File: src/rtl/axi_wr_addr_gen_if.sv
// AXI3 write-address channel bundle between the address generator (master)
// and the interconnect (slave).
interface axi_wr_addr_gen_if #(
    parameter int ID_MAX_WIDTH = 12,
    parameter int ADDR_WIDTH   = 32
);
    logic                    awvalid;
    logic                    awready;
    logic [ID_MAX_WIDTH-1:0] awid;
    logic [ADDR_WIDTH-1:0]   awaddr;
    logic [3:0]              awlen;
    logic [2:0]              awsize;
    logic [1:0]              awbrust;
    logic [1:0]              awlock;
    logic [3:0]              awcache;
    logic [2:0]              awprot;
    logic [3:0]              awqos;

    modport master (
        output awvalid, awid, awaddr, awlen, awsize, awbrust,
               awlock, awcache, awprot, awqos,
        input  awready
    );

    modport slave (
        input  awvalid, awid, awaddr, awlen, awsize, awbrust,
               awlock, awcache, awprot, awqos,
        output awready
    );
endinterface

File: src/rtl/axi_wr_addr_gen.sv
// Splits linear write commands into AXI3 INCR bursts (<=16 beats, never
// crossing a 4 KB page) and issues them on the AW channel.
//
// state | meaning
// IDLE  | cmd_ready high, waiting for a command
// CALC  | size the next burst against remaining beats, 16 and the 4 KB page
// ISSUE | awvalid high until the slave accepts the burst
module axi_wr_addr_gen #(
    parameter int ID_MAX_WIDTH = 12,
    parameter int ADDR_WIDTH   = 32,
    parameter int DATA_BYTES   = 8,
    parameter int BEATS_WIDTH  = 16
) (
    input  logic                    clk,
    input  logic                    rst,
    input  logic                    cmd_valid,
    output logic                    cmd_ready,
    input  logic [ADDR_WIDTH-1:0]   cmd_addr,
    input  logic [BEATS_WIDTH-1:0]  cmd_beats,
    input  logic [ID_MAX_WIDTH-1:0] cmd_id,
    output logic                    cmd_done,
    axi_wr_addr_gen_if.master       aw
);
    localparam int SIZE = $clog2(DATA_BYTES);
    localparam logic [ADDR_WIDTH-1:0] ALIGN_MASK = ~ADDR_WIDTH'(DATA_BYTES - 1);

    typedef enum logic [1:0] {IDLE, CALC, ISSUE} state_t;

    state_t                  state_q, state_d;
    logic [ADDR_WIDTH-1:0]   cur_addr_q, cur_addr_d;
    logic [BEATS_WIDTH-1:0]  remaining_q, remaining_d;
    logic [ID_MAX_WIDTH-1:0] id_q, id_d;
    logic [4:0]              n_q, n_d;
    logic [ADDR_WIDTH-1:0]   awaddr_q, awaddr_d;
    logic [3:0]              awlen_q, awlen_d;
    logic [ID_MAX_WIDTH-1:0] awid_q, awid_d;
    logic                    awvalid_q, awvalid_d;
    logic                    cmd_ready_q, cmd_ready_d;
    logic                    cmd_done_q, cmd_done_d;

    logic [12:0]             bnd_bytes;
    logic [12:0]             bnd_beats;
    logic [4:0]              burst_beats;

    // Beats left before the 4 KB page ends; 13 bits so a page-aligned
    // address yields the full 4096 bytes.
    always_comb begin
        bnd_bytes   = 13'd4096 - {1'b0, cur_addr_q[11:0]};
        bnd_beats   = bnd_bytes >> SIZE;
        burst_beats = 5'd16;
        if (bnd_beats < 13'(burst_beats))
            burst_beats = bnd_beats[4:0];
        if (remaining_q < BEATS_WIDTH'(burst_beats))
            burst_beats = remaining_q[4:0];
    end

    always_ff @(posedge clk or posedge rst) begin
        if (rst) begin
            state_q     <= IDLE;
            cur_addr_q  <= '0;
            remaining_q <= '0;
            id_q        <= '0;
            n_q         <= '0;
            awaddr_q    <= '0;
            awlen_q     <= '0;
            awid_q      <= '0;
            awvalid_q   <= 1'b0;
            cmd_ready_q <= 1'b0;
            cmd_done_q  <= 1'b0;
        end else begin
            state_q     <= state_d;
            cur_addr_q  <= cur_addr_d;
            remaining_q <= remaining_d;
            id_q        <= id_d;
            n_q         <= n_d;
            awaddr_q    <= awaddr_d;
            awlen_q     <= awlen_d;
            awid_q      <= awid_d;
            awvalid_q   <= awvalid_d;
            cmd_ready_q <= cmd_ready_d;
            cmd_done_q  <= cmd_done_d;
        end
    end

    always_comb begin
        state_d     = state_q;
        cur_addr_d  = cur_addr_q;
        remaining_d = remaining_q;
        id_d        = id_q;
        n_d         = n_q;
        awaddr_d    = awaddr_q;
        awlen_d     = awlen_q;
        awid_d      = awid_q;
        cmd_done_d  = 1'b0;

        case (state_q)
            IDLE: begin
                if (cmd_valid && cmd_ready_q) begin
                    cur_addr_d  = cmd_addr & ALIGN_MASK;
                    remaining_d = cmd_beats;
                    id_d        = cmd_id;
                    if (cmd_beats == '0)
                        cmd_done_d = 1'b1;
                    else
                        state_d = CALC;
                end
            end
            CALC: begin
                awaddr_d = cur_addr_q;
                awlen_d  = 4'(burst_beats - 5'd1);
                awid_d   = id_q;
                n_d      = burst_beats;
                state_d  = ISSUE;
            end
            ISSUE: begin
                if (awvalid_q && aw.awready) begin
                    cur_addr_d  = cur_addr_q + (ADDR_WIDTH'(n_q) << SIZE);
                    remaining_d = remaining_q - BEATS_WIDTH'(n_q);
                    if (remaining_q == BEATS_WIDTH'(n_q)) begin
                        cmd_done_d = 1'b1;
                        state_d    = IDLE;
                    end else begin
                        state_d = CALC;
                    end
                end
            end
            default: state_d = IDLE;
        endcase

        // Registered from the next state so no output depends on awready
        // combinationally.
        cmd_ready_d = (state_d == IDLE);
        awvalid_d   = (state_d == ISSUE);
    end

    assign cmd_ready  = cmd_ready_q;
    assign cmd_done   = cmd_done_q;

    assign aw.awvalid = awvalid_q;
    assign aw.awid    = awid_q;
    assign aw.awaddr  = awaddr_q;
    assign aw.awlen   = awlen_q;
    assign aw.awsize  = 3'(SIZE);
    assign aw.awbrust = 2'b01;
    assign aw.awlock  = 2'b00;
    assign aw.awcache = 4'b0011;
    assign aw.awprot  = 3'b000;
    assign aw.awqos   = 4'b0000;
endmodule

File: src/flat_wrapper.sv
// flat-port wrapper written by rule: the top's interface ports become plain ports
module axi_wr_addr_gen_flat 
#(
    parameter int ID_MAX_WIDTH = 12,
    parameter int ADDR_WIDTH   = 32,
    parameter int DATA_BYTES   = 8,
    parameter int BEATS_WIDTH  = 16
)
  (clk, rst, cmd_valid, cmd_ready, cmd_addr, cmd_beats, cmd_id, cmd_done, aw_awvalid, aw_awid, aw_awaddr, aw_awlen, aw_awsize, aw_awbrust, aw_awlock, aw_awcache, aw_awprot, aw_awqos, aw_awready);
  axi_wr_addr_gen_if #(.ID_MAX_WIDTH(ID_MAX_WIDTH), .ADDR_WIDTH(ADDR_WIDTH)) aw_i ();
  input  logic clk;
  input  logic rst;
  input  logic cmd_valid;
  output logic cmd_ready;
  input  logic [ADDR_WIDTH-1:0] cmd_addr;
  input  logic [BEATS_WIDTH-1:0] cmd_beats;
  input  logic [ID_MAX_WIDTH-1:0] cmd_id;
  output logic cmd_done;
  output wire logic [$bits(aw_i.awvalid)-1:0] aw_awvalid;
  output wire logic [$bits(aw_i.awid)-1:0] aw_awid;
  output wire logic [$bits(aw_i.awaddr)-1:0] aw_awaddr;
  output wire logic [$bits(aw_i.awlen)-1:0] aw_awlen;
  output wire logic [$bits(aw_i.awsize)-1:0] aw_awsize;
  output wire logic [$bits(aw_i.awbrust)-1:0] aw_awbrust;
  output wire logic [$bits(aw_i.awlock)-1:0] aw_awlock;
  output wire logic [$bits(aw_i.awcache)-1:0] aw_awcache;
  output wire logic [$bits(aw_i.awprot)-1:0] aw_awprot;
  output wire logic [$bits(aw_i.awqos)-1:0] aw_awqos;
  input wire logic [$bits(aw_i.awready)-1:0] aw_awready;
  assign aw_awvalid = aw_i.awvalid;
  assign aw_awid = aw_i.awid;
  assign aw_awaddr = aw_i.awaddr;
  assign aw_awlen = aw_i.awlen;
  assign aw_awsize = aw_i.awsize;
  assign aw_awbrust = aw_i.awbrust;
  assign aw_awlock = aw_i.awlock;
  assign aw_awcache = aw_i.awcache;
  assign aw_awprot = aw_i.awprot;
  assign aw_awqos = aw_i.awqos;
  assign aw_i.awready = aw_awready;
  axi_wr_addr_gen #(.ID_MAX_WIDTH(ID_MAX_WIDTH), .ADDR_WIDTH(ADDR_WIDTH), .DATA_BYTES(DATA_BYTES), .BEATS_WIDTH(BEATS_WIDTH)) u_core (.clk(clk), .rst(rst), .cmd_valid(cmd_valid), .cmd_ready(cmd_ready), .cmd_addr(cmd_addr), .cmd_beats(cmd_beats), .cmd_id(cmd_id), .cmd_done(cmd_done), .aw(aw_i));
endmodule
File: config.mk
export PLATFORM = sky130hd
export DESIGN_NAME = axi_wr_addr_gen_flat
export DESIGN_NICKNAME = d
export VERILOG_FILES = /design/src/rtl/axi_wr_addr_gen_if.sv /design/src/rtl/axi_wr_addr_gen.sv /design/src/flat_wrapper.sv
export SDC_FILE = /design/constraint.sdc
export NUM_CORES = 1
export LEC_CHECK = 0
export BUFFER_PORTS_ARGS = -buffer_cell sky130_fd_sc_hd__buf_4
export CORE_ASPECT_RATIO = 1.2
export CORE_MARGIN = 8
export CORE_UTILIZATION = 40
export CTS_BUF_LIST = sky130_fd_sc_hd__clkbuf_4
export DETAILED_ROUTE_END_ITERATION = 10
export GPL_TIMING_DRIVEN = 0
export PLACE_DENSITY = 0.62
export SETUP_SLACK_MARGIN = 0.3
export SYNTH_ARGS = -nofsm -noshare
export SYNTH_HDL_FRONTEND = slang
export SYNTH_SLANG_ARGS = --single-unit
File: constraint.sdc
create_clock -name clk -period 6.64 [get_ports clk]
set_input_delay 1.328 -clock clk [delete_from_list [all_inputs] [get_ports clk]]
set_output_delay 1.328 -clock clk [all_outputs]
set_load 0.03 [all_outputs]
## Word level (Yosys, flattened, before mapping)

Cells that the tools add are included.

| cells by class | value |
|---|---|
| magnitude comparators | 2 |
| mux-type cells | 18 |
| equal/unequal tests | 6 |
| reductions and logical operators | 8 |
| add/subtract/negate cells | 4 |

Operators with widths:

| kind | count |
|---|---|
| $mux W32 | 2 |
| $pmux W32 S2 | 1 |
| $add A32 B8 Y32 | 1 |
| $mux W16 | 2 |
| $pmux W16 S2 | 1 |
| $eq A16 B5 Y1 | 1 |
| $logic_not A16 Y1 | 1 |
| $lt A16 B5 Y1 | 1 |
| $sub A16 B5 Y16 | 1 |
| $sub A13 B12 Y13 const A | 1 |
| $lt A10 B5 Y1 const B | 1 |
| $mux W5 | 2 |
| $mux W2 | 3 |
| $pmux W2 S3 | 1 |
| $mux W1 | 5 |
| $eq A2 B2 Y1 const B | 2 |
| $logic_not A2 Y1 | 2 |
| $ne A2 B1 Y1 const B | 2 |
| $sub A4 B1 Y4 const B | 1 |
| $reduce_and A3 Y1 | 1 |
| $eq A2 B1 Y1 const B | 1 |
| $logic_and A1 B1 Y1 | 2 |
| $pmux W1 S2 | 1 |
| $reduce_and A2 Y1 | 1 |
| $reduce_bool A2 Y1 | 1 |

| word-level totals | value |
|---|---|
| input port bits | 64 |
| logic and storage cells | 49 |
| register bits | 118 |
| output and inout bits | 69 |

## Logic depth before layout (Yosys ltp)

Gate-level depths: netlist of the first run.

| depth | value |
|---|---|
| depth after elaboration | 6 |
| mapped depth | 15 |
| mapped depth without buffers | 15 |

## Worst setup path before layout of the first run

No wires, ideal clock.

| path | value |
|---|---|
| kind | reg2reg |
| start point | register u_core.cur_addr_q[4] |
| end point | register u_core.awlen_q[2] (netlist: u_core.aw.awlen[2]) |
| stages on the path, launching flop included | 16 |
| data arrival time | 3.260 ns |
| clock period less this slack | 3.328 ns |
| path slack | 3.312 ns |
| buffers on the path | 0 |
| setup time | 0.068 ns |
| required time | 6.572 ns |
| cells stage by stage | dfrtp_1 > inv_1 > ha_1 > nor3b_4 > o211a_1 > o21a_1 > ha_1 > nor2b_1 > and2_1 > a221oi_2 > nand3_4 > mux2_4 > ha_1 > nand2b_1 > a211o_1 > nand3_1 |

| between the ends | value |
|---|---|
| cells in the longest elaborated chain, start to end | 6 |

Ends and longest elaborated chain:

| what | RTL line | RTL |
|---|---|---|
| start, declared | axi_wr_addr_gen.sv:30 | `logic [ADDR_WIDTH-1:0] cur_addr_q, cur_addr_d;` |
| start signal, assigned | axi_wr_addr_gen.sv:72 | `cur_addr_q <= cur_addr_d;` |
| $sub A13 B12 Y13 * | axi_wr_addr_gen.sv:48 | `bnd_bytes = 13'd4096 - {1'b0, cur_addr_q[11:0]};` |
| $lt A10 B5 Y1 | axi_wr_addr_gen.sv:51 | `if (bnd_beats < 13'(burst_beats))` |
| $mux W5 * | axi_wr_addr_gen.sv:51 |  |
| $lt A16 B5 Y1 | axi_wr_addr_gen.sv:53 | `if (remaining_q < BEATS_WIDTH'(burst_beats))` |
| $mux W5 * | axi_wr_addr_gen.sv:53 |  |
| $sub A4 B1 Y4 * | axi_wr_addr_gen.sv:110 | `awlen_d = 4'(burst_beats - 5'd1);` |
| end signal, assigned | axi_wr_addr_gen.sv:77 | `awlen_q <= awlen_d;` |
| end, declared | axi_wr_addr_gen.sv:35 | `logic [3:0] awlen_q, awlen_d;` |

Mark *: on every way between the ends. The rest lies on a longest branch, timed or not.
A chain may end at the register's enable or synchronous reset.

## Worst setup path after layout of the first run

Ends and elaborated chain as after synthesis.

==> summary.txt, run 1 <==
FF-to-FF path depth = 15
Post-DP HPWL = 14900 µm
CP max FO = 10
Number of CTS-inserted buffers = 9
Pre-CTS setup slack = 2.93 ns
Final Max Tran Viols = 0
Max Cap Viol = 0
Largest area contributor in the netlist = dfrtp_1
GRT overflow = 0
CTS sink cnt = 112
Starting DRC count in detailed routing = 467
Largest net degree at the start of global routing = 80
Number of flops mapped to enable cells by yosys = 0
Worst-Skew Late Latency = 0.51 ns
Sequential area share after synthesis = 45.4%
Nets = 934
Crit end category = flip-flop
Global-route wire length before repair = 31800 µm
LEAKAGE = 3.59 nW
Maximum clock rate = 265 MHz
Initial Utilization = 41.1%
HP Start = u_core.id_q[11]
TritonRoute pass-1 iters = 5
Post-synthesis async set-or-reset flop share = 100%
WP data required = 7.08 ns
Number of port buffers = 108
Clock slew at reported path FFs = 0.19 ns
Fill count = 1466
Status = finished clean
Hold Crit Class = reg -> reg
Hold Buf Count CTS = 0
Vias/cell = 5.39
Worst Tran Pin Value = 0.790 ns
Layout Skew = 0.0241 ns
Yosys warns = 0
Synth area leaders = dfrtp_1 45%, nand2_1 12%, ha_1 3.4%
Power per Cell Area = 489 nW/µm²
DRC Markers = 0
Max clock buf depth = 2
Period minus WS final = 3.77 ns
Die ar. = 19700 µm²
Antenna violations before repair = 1
Fraction of layout cells with a size suffix above 1 = 19.2%
Yosys top cell area share = 45.4%
P&R area growth vs syn = 22.0%
Pwr Total = 3.68 mW
Setup Fix Bufs, Post-CTS = 0
R2R setup slack = 2.87 ns
Avg WL per Cell = 18.8 µm
Number of global-route vias before repair = 5747
Syn Area/Cell = 8.67 µm²
Remaining antenna violation count = 0
Post-Syn Instances = 712
Worst hold stages = 2
Critical path type = reg -> reg
Unrepaired setup endpoints after global routing = no
Final hold violations = 0
Reg-to-Reg End = u_core.aw.awlen[2]
Distinct cells, synth = 75
Critical path arrival = 4.22 ns
Root Buffer = clkbuf_4
Die height = 152 µm
Final setup viols = 0
Worst setup SP type = flip-flop
GP Congestion = 0.883
Core area = 15000 µm²
Dominant synthesized flop cell = dfrtp_1
Cts repair resizes = 0
Syn Std Cell Area = 6170 µm²
Final Util = 50.1%
Final wirelength = 20000 µm
#FFs+latches synth = 112
Maximum vdd drop = 0.000221 V
Total track usage = 20.8%
Final Cycle Share = 56.8%
Worst min-delay path endpoint = u_core.aw.awid[11]
Setup TNS = 0 ns
Slew HR = 47.1%
# IOs = 133
Cell Rows = 49
Final critical-path setup slack = 2.87 ns
Vias = 5723
CTS H-tree lvls = 3
R2r startpoint = u_core.cur_addr_q[4]
Die X-Extent = 129 µm
CTS tree = yes
## cells in the mapped netlist (2+ instances only)
| master | n |
|---|---|
| buf_4 | 21 |
| nand4_1 | 5 |
| a31oi_1 | 7 |
| a41oi_1 | 3 |
| fa_1 | 2 |
| nand3b_1 | 3 |
| nor3_1 | 18 |
| a32oi_1 | 2 |
| or3_1 | 6 |
| o21a_1 | 9 |
| a311oi_1 | 5 |
| nor3_2 | 2 |
| a21o_1 | 3 |
| and4_1 | 5 |
| a2bb2oi_1 | 6 |
| xnor2_1 | 4 |
| nand3_1 | 20 |
| o211ai_1 | 5 |
| nor2_1 | 33 |
| mux2_2 | 2 |
| o21ai_0 | 31 |
| xor2_1 | 2 |
| ha_1 | 17 |
| nand2b_1 | 4 |
| nor2b_1 | 6 |
| o41a_1 | 2 |
| o21ai_1 | 7 |
| dfrtp_1 | 112 |
| inv_1 | 21 |
| a21oi_1 | 32 |
| conb_1 | 2 |
| nand2_1 | 192 |
| o22ai_1 | 6 |
| clkbuf_1 | 31 |
| nor4_1 | 7 |
| mux2_4 | 2 |
| o311ai_0 | 4 |
| and2_1 | 3 |
| and3_1 | 15 |
| buf_1 | 6 |
| a211o_1 | 2 |
| o22a_1 | 7 |
| a211oi_1 | 8 |
## logic make-up after synthesis
| family | Yosys count | share of synthesized area (%) |
|---|---|---|
| buffers and inverters | 81 | 6.35 |
| XOR/XNOR | 6 | 0.852 |
| AO/OA/AOI/OAI | 155 | 17.1 |
| flip-flops | 112 | 45.4 |
| multiplexers | 6 | 1.20 |
| AND/OR/NAND/NOR | 331 | 24.8 |
| other | 2 | 0.122 |
| adder cells (fa/ha/maj) | 19 | 4.10 |
## stage by stage
stage,cells,instance area (µm²),hold slack (ns)
after floorplan,731,6240,0.439
after global placement,1043,7310,0.447
after detailed placement,1044,7340,0.453
after CTS,1060,7530,0.494
after global routing,1061,7530,0.504
final,1061,7530,0.490
## flip-flops by register name (all words and copies together) (netlist names), 2 cells and up
signal and flops:
u_core.aw.awaddr 29, u_core.n_q 5, u_core.remaining_q 16, u_core.id_q 12, u_core.cur_addr_q 29, u_core.aw.awid 12
u_core.state_q 2, u_core.aw.awlen 4
## where the power goes
part	switching (mW)	internal, mW	leakage, nW
Sequential	0.278	0.995	1.36
Combinational	1.27	0.701	2.13
Clock	0.248	0.192	0.0975
## metal layers
| layer | track usage [%] | routed length [µm] | vias up |
|---|---|---|---|
| met1 | 26.5 | 8610 | 2772 |
| li1 | - | - | 2732 |
| met4 | 7.57 | 381 | 0 |
| met3 | 3.75 | 1130 | 26 |
| met5 | 0 | 0 | - |
| met2 | 34.1 | 9840 | 193 |
## layout by cell type (no fill, tap or decap), drive strengths merged, types with 7 or more instances in the layout
cell,count
nor3,21
dfrtp,112
conb,21
inv,23
buf,138
a21oi,32
nand3,21
o21a,9
o22a,7
ha,17
nand2,192
nor2,34
a211oi,9
clkbuf,40
and3,16
nor4,7
o21ai,38
a31oi,7
## worst max-delay path: stages, from the launching register on
cell,delay [ns]
dfrtp_1,0.48
inv_1,0.18
ha_1,0.17
nor3b_4,0.22
o211a_1,0.20
o21a_1,0.22
ha_1,0.26
nor2b_1,0.15
and2_1,0.21
a221oi_2,0.33
nand3_4,0.18
mux2_4,0.35
ha_1,0.24
nand2b_1,0.16
a211o_1,0.26
nand3_1,0.08
## layout make-up
| type | count | area (µm²) | area share (%) |
|---|---|---|---|
| Multi-Input combinational cell | 538 | 3050 | 40.5 |
| Sequential cell | 112 | 2800 | 37.2 |
| Timing Repair Buffer | 109 | 838 | 11.1 |
| Buffer | 60 | 313 | 4.15 |
| Tap cell | 204 | 255 | 3.39 |
| Clock inverter | 7 | 118 | 1.56 |
| Inverter | 21 | 83.8 | 1.11 |
| Clock buffer | 9 | 67.6 | 0.897 |
| Antenna cell | 1 | 2.50 | 0.0332 |
## worst max-delay path by stage
stage / cells past startpoint / endpoint / slack [ns] / start
after global routing: 15 / u_core.aw.awlen[2] / 2.64 / u_core.cur_addr_q[4]
after CTS: 15 / u_core.aw.awlen[2] / 2.86 / u_core.cur_addr_q[4]
final: 15 / u_core.aw.awlen[2] / 2.87 / u_core.cur_addr_q[4]
after detailed placement: 15 / u_core.aw.awlen[2] / 2.93 / u_core.cur_addr_q[4]
after floorplan: 1 / u_core.aw.awaddr[10] / 2.35 / rst
after global placement: 2 / u_core.aw.awaddr[12] / 0.90 / rst
Note: power is estimated with default switching activity, not from simulation.
==> inputs of run 2 (changes only) <==
==> constraint.sdc (replaced) <==
create_clock -name clk -period 3.9 [get_ports clk]
set_input_delay 0.78 -clock clk [delete_from_list [all_inputs] [get_ports clk]]
set_output_delay 0.78 -clock clk [all_outputs]
set_load 0.03 [all_outputs]
==> run 2 against run 1 <==
Net effect:
- sequential power increased by 71%
- register-to-register slack got worse by 2.4 ns
- utilization increased by 0.22 points
- hold slack got worse by 0.079 ns
- die area unchanged
- global-route usage decreased by 0.34 points
- clock power increased by 28%
- fmax increased by 11%
- combinational power increased by 74%
- non-clock buffer count increased by 8
- critical endpoint unchanged
- largest power group unchanged
- highest routed layer unchanged
==> summary.txt, run 2 (synthesis results as in run 1) <==
Status = finished clean
Period minus WS final = 3.39 ns
Max stage delay on crit path = 0.46 ns
# IOs = 133
Hold Crit Class = in -> async
R2R setup slack = 0.51 ns
Nets = 942
Internal power = 3.09 mW
R2r startpoint = u_core.cur_addr_q[4]
Pre-CTS setup slack = 0.205 ns
Power per Cell Area = 814 nW/µm²
Finished Cell Area = 7560 µm²
Placed cell area = 7350 µm²
Global-route wire length before repair = 31900 µm
Comb pwr share = 55.6%
Critical path, cell by cell = inv_2, ha_1, nor3b_4, o211a_1, o21a_4, ha_1, nor2b_2, and2_4, a221oi_4, nand3_4, mux2_4, ha_2, nand2b_1, a211o_1, nand3_1
Unrepaired setup endpoints after global routing = no
Switching pwr = 3.07 mW
Root Buffer = clkbuf_4
CTS sink cnt = 112
Vias/cell = 5.33
M1 GR Usage = 26.3%
Cell Rows = 49
Worst-Skew Late Latency = 0.49 ns
Worst Tran Pin Value = 0.781 ns
Layout Skew = 0.0226 ns
TritonRoute pass-1 iters = 5
FF-to-FF path depth = 15
Storage element area = 2810 µm²
Most frequent cells in the layout = 192 x nand2_1, 136 x buf_4, 110 x dfrtp_1, 33 x nor2_1, 32 x a21oi_1
Number of global-route vias before repair = 5910
Pwr Total = 6.15 mW
Max Cap Viol = 0
Die height = 152 µm
Final setup viols = 0
Crit path capture = u_core.aw.awlen[2]
Critical path origin = u_core.cur_addr_q[4]
Most common cell after layout, fill and taps aside = nand2_1
Final Max Tran Viols = 0
Vias = 5701
Final wirelength = 19700 µm
Post-DP HPWL = 14900 µm
Seq pwr share = 35.2%
Fill count = 1513
Sw Ratio = 49.8%
Antenna violations before repair = 1
Remaining antenna violation count = 0
CTS H-tree lvls = 3
Slew HR = 47.8%
Grt met3 use = 3.61%
Setup TNS = 0 ns
Maximum vdd drop = 0.000404 V
CTS tree = yes
Grt met2 use = 34.1%
P&R area growth vs syn = 22.5%
Clock slew at reported path FFs = 0.17 ns
Largest net degree at the start of global routing = 42
Fraction of layout cells with a size suffix above 1 = 21.1%
GR peak layer = met2
Area of the multi-input gates = 3070 µm²
Number of CTS-inserted buffers = 9
Number of port buffers = 108
Core area = 15000 µm²
Max clock buf depth = 2
GP Congestion = 0.906
Final Cycle Share = 87.0%
Starting DRC count in detailed routing = 466
Crit path top cell by count = ha_1
Slowest-stage cell, CP = dfrtp_2
LEAKAGE = 3.60 nW
Reg-to-Reg End = u_core.aw.awlen[2]
Final hold violations = 0
Critical path type = reg -> reg
GRT overflow = 0
Final critical-path setup slack = 0.505 ns
Total track usage = 20.5%
Crit end category = flip-flop
Clock network power share = 9.2%
Die ar. = 19700 µm²
Worst setup SP type = flip-flop
CP max FO = 6
Maximum clock rate = 295 MHz
Avg WL per Cell = 18.5 µm
Critical path arrival = 3.82 ns
Final hold slack = 0.410 ns
Initial Utilization = 41.1%
DRC Markers = 0
WP data required = 4.32 ns
Die X-Extent = 129 µm
-- run 2: changes by cell type in the layout (fill, tap and decap cells not counted), sizes merged --
cell,delta
buf,+8
clkinvlp,+1
clkbuf,+1
clkinv,+2
bufinv,-3
inv,-1
-- run 2: how the worst min path moves through the flow --
stage / from / to / slack [ns]
after detailed placement: u_core.id_q[2] / u_core.aw.awid[2] / 0.46
after global routing: cmd_id[1] / u_core.id_q[1] / 0.45
final: rst / u_core.aw.awaddr[3] / 0.41
after floorplan: u_core.id_q[0] / u_core.aw.awid[0] / 0.44
after global placement: u_core.id_q[2] / u_core.aw.awid[2] / 0.44
after CTS: rst / u_core.aw.awaddr[20] / 0.42
-- run 2: power by group through the flow --
stage | registers (mW) | clock network (mW) | logic [mW]
floorplan | 2.49 | 0 | 1.86
global placement | 2.17 | 0 | 3.28
detailed placement | 2.19 | 0 | 3.35
CTS | 2.17 | 0.588 | 3.36
global route | 2.24 | 0.629 | 3.78
finish | 2.17 | 0.565 | 3.42
-- run 2: routing by layer --
metal | routed length [µm] | vias to the layer above
met2 | 9840 | 172
met5 | 0 | -
met3 | 1090 | 23
li1 | - | 2741
met1 | 8510 | 2765
met4 | 283 | 0
-- run 2: layout make-up --
cell class | instances | share of cell area, %
Multi-Input combinational cell | 538 | 40.7
Antenna cell | 1 | 0.0331
Tap cell | 204 | 3.38
Timing Repair Buffer | 117 | 11.9
Buffer | 60 | 4.14
Inverter | 21 | 1.09
Clock inverter | 6 | 0.678
Sequential cell | 112 | 37.1
Clock buffer | 10 | 0.993
-- run 2: timing repair --
action | 4_1_cts | 5_1_grt
gates resized for setup | 4 | 6
setup endpoints to repair | 1 | 1
buffers inserted | 0 | 7
hold buffers | 0 | 0
pin swaps | 0 | 4
-- run 2: critical path, delay by kind of cell (launching register included) --
family,cells,cell delay (ns)
compound gates,4,0.92
fa+ha+maj,3,0.58
buf+inv,1,0.11
flops,1,0.46
mux,1,0.34
simple gates,6,0.93
-- run 2: per-stage QoR --
step / instances / util (%)
floorplan: 731 / -
global placement: 1043 / 48.7
detailed placement: 1045 / 48.9
CTS: 1061 / 49.8
global route: 1069 / 50.3
finish: 1069 / 50.3
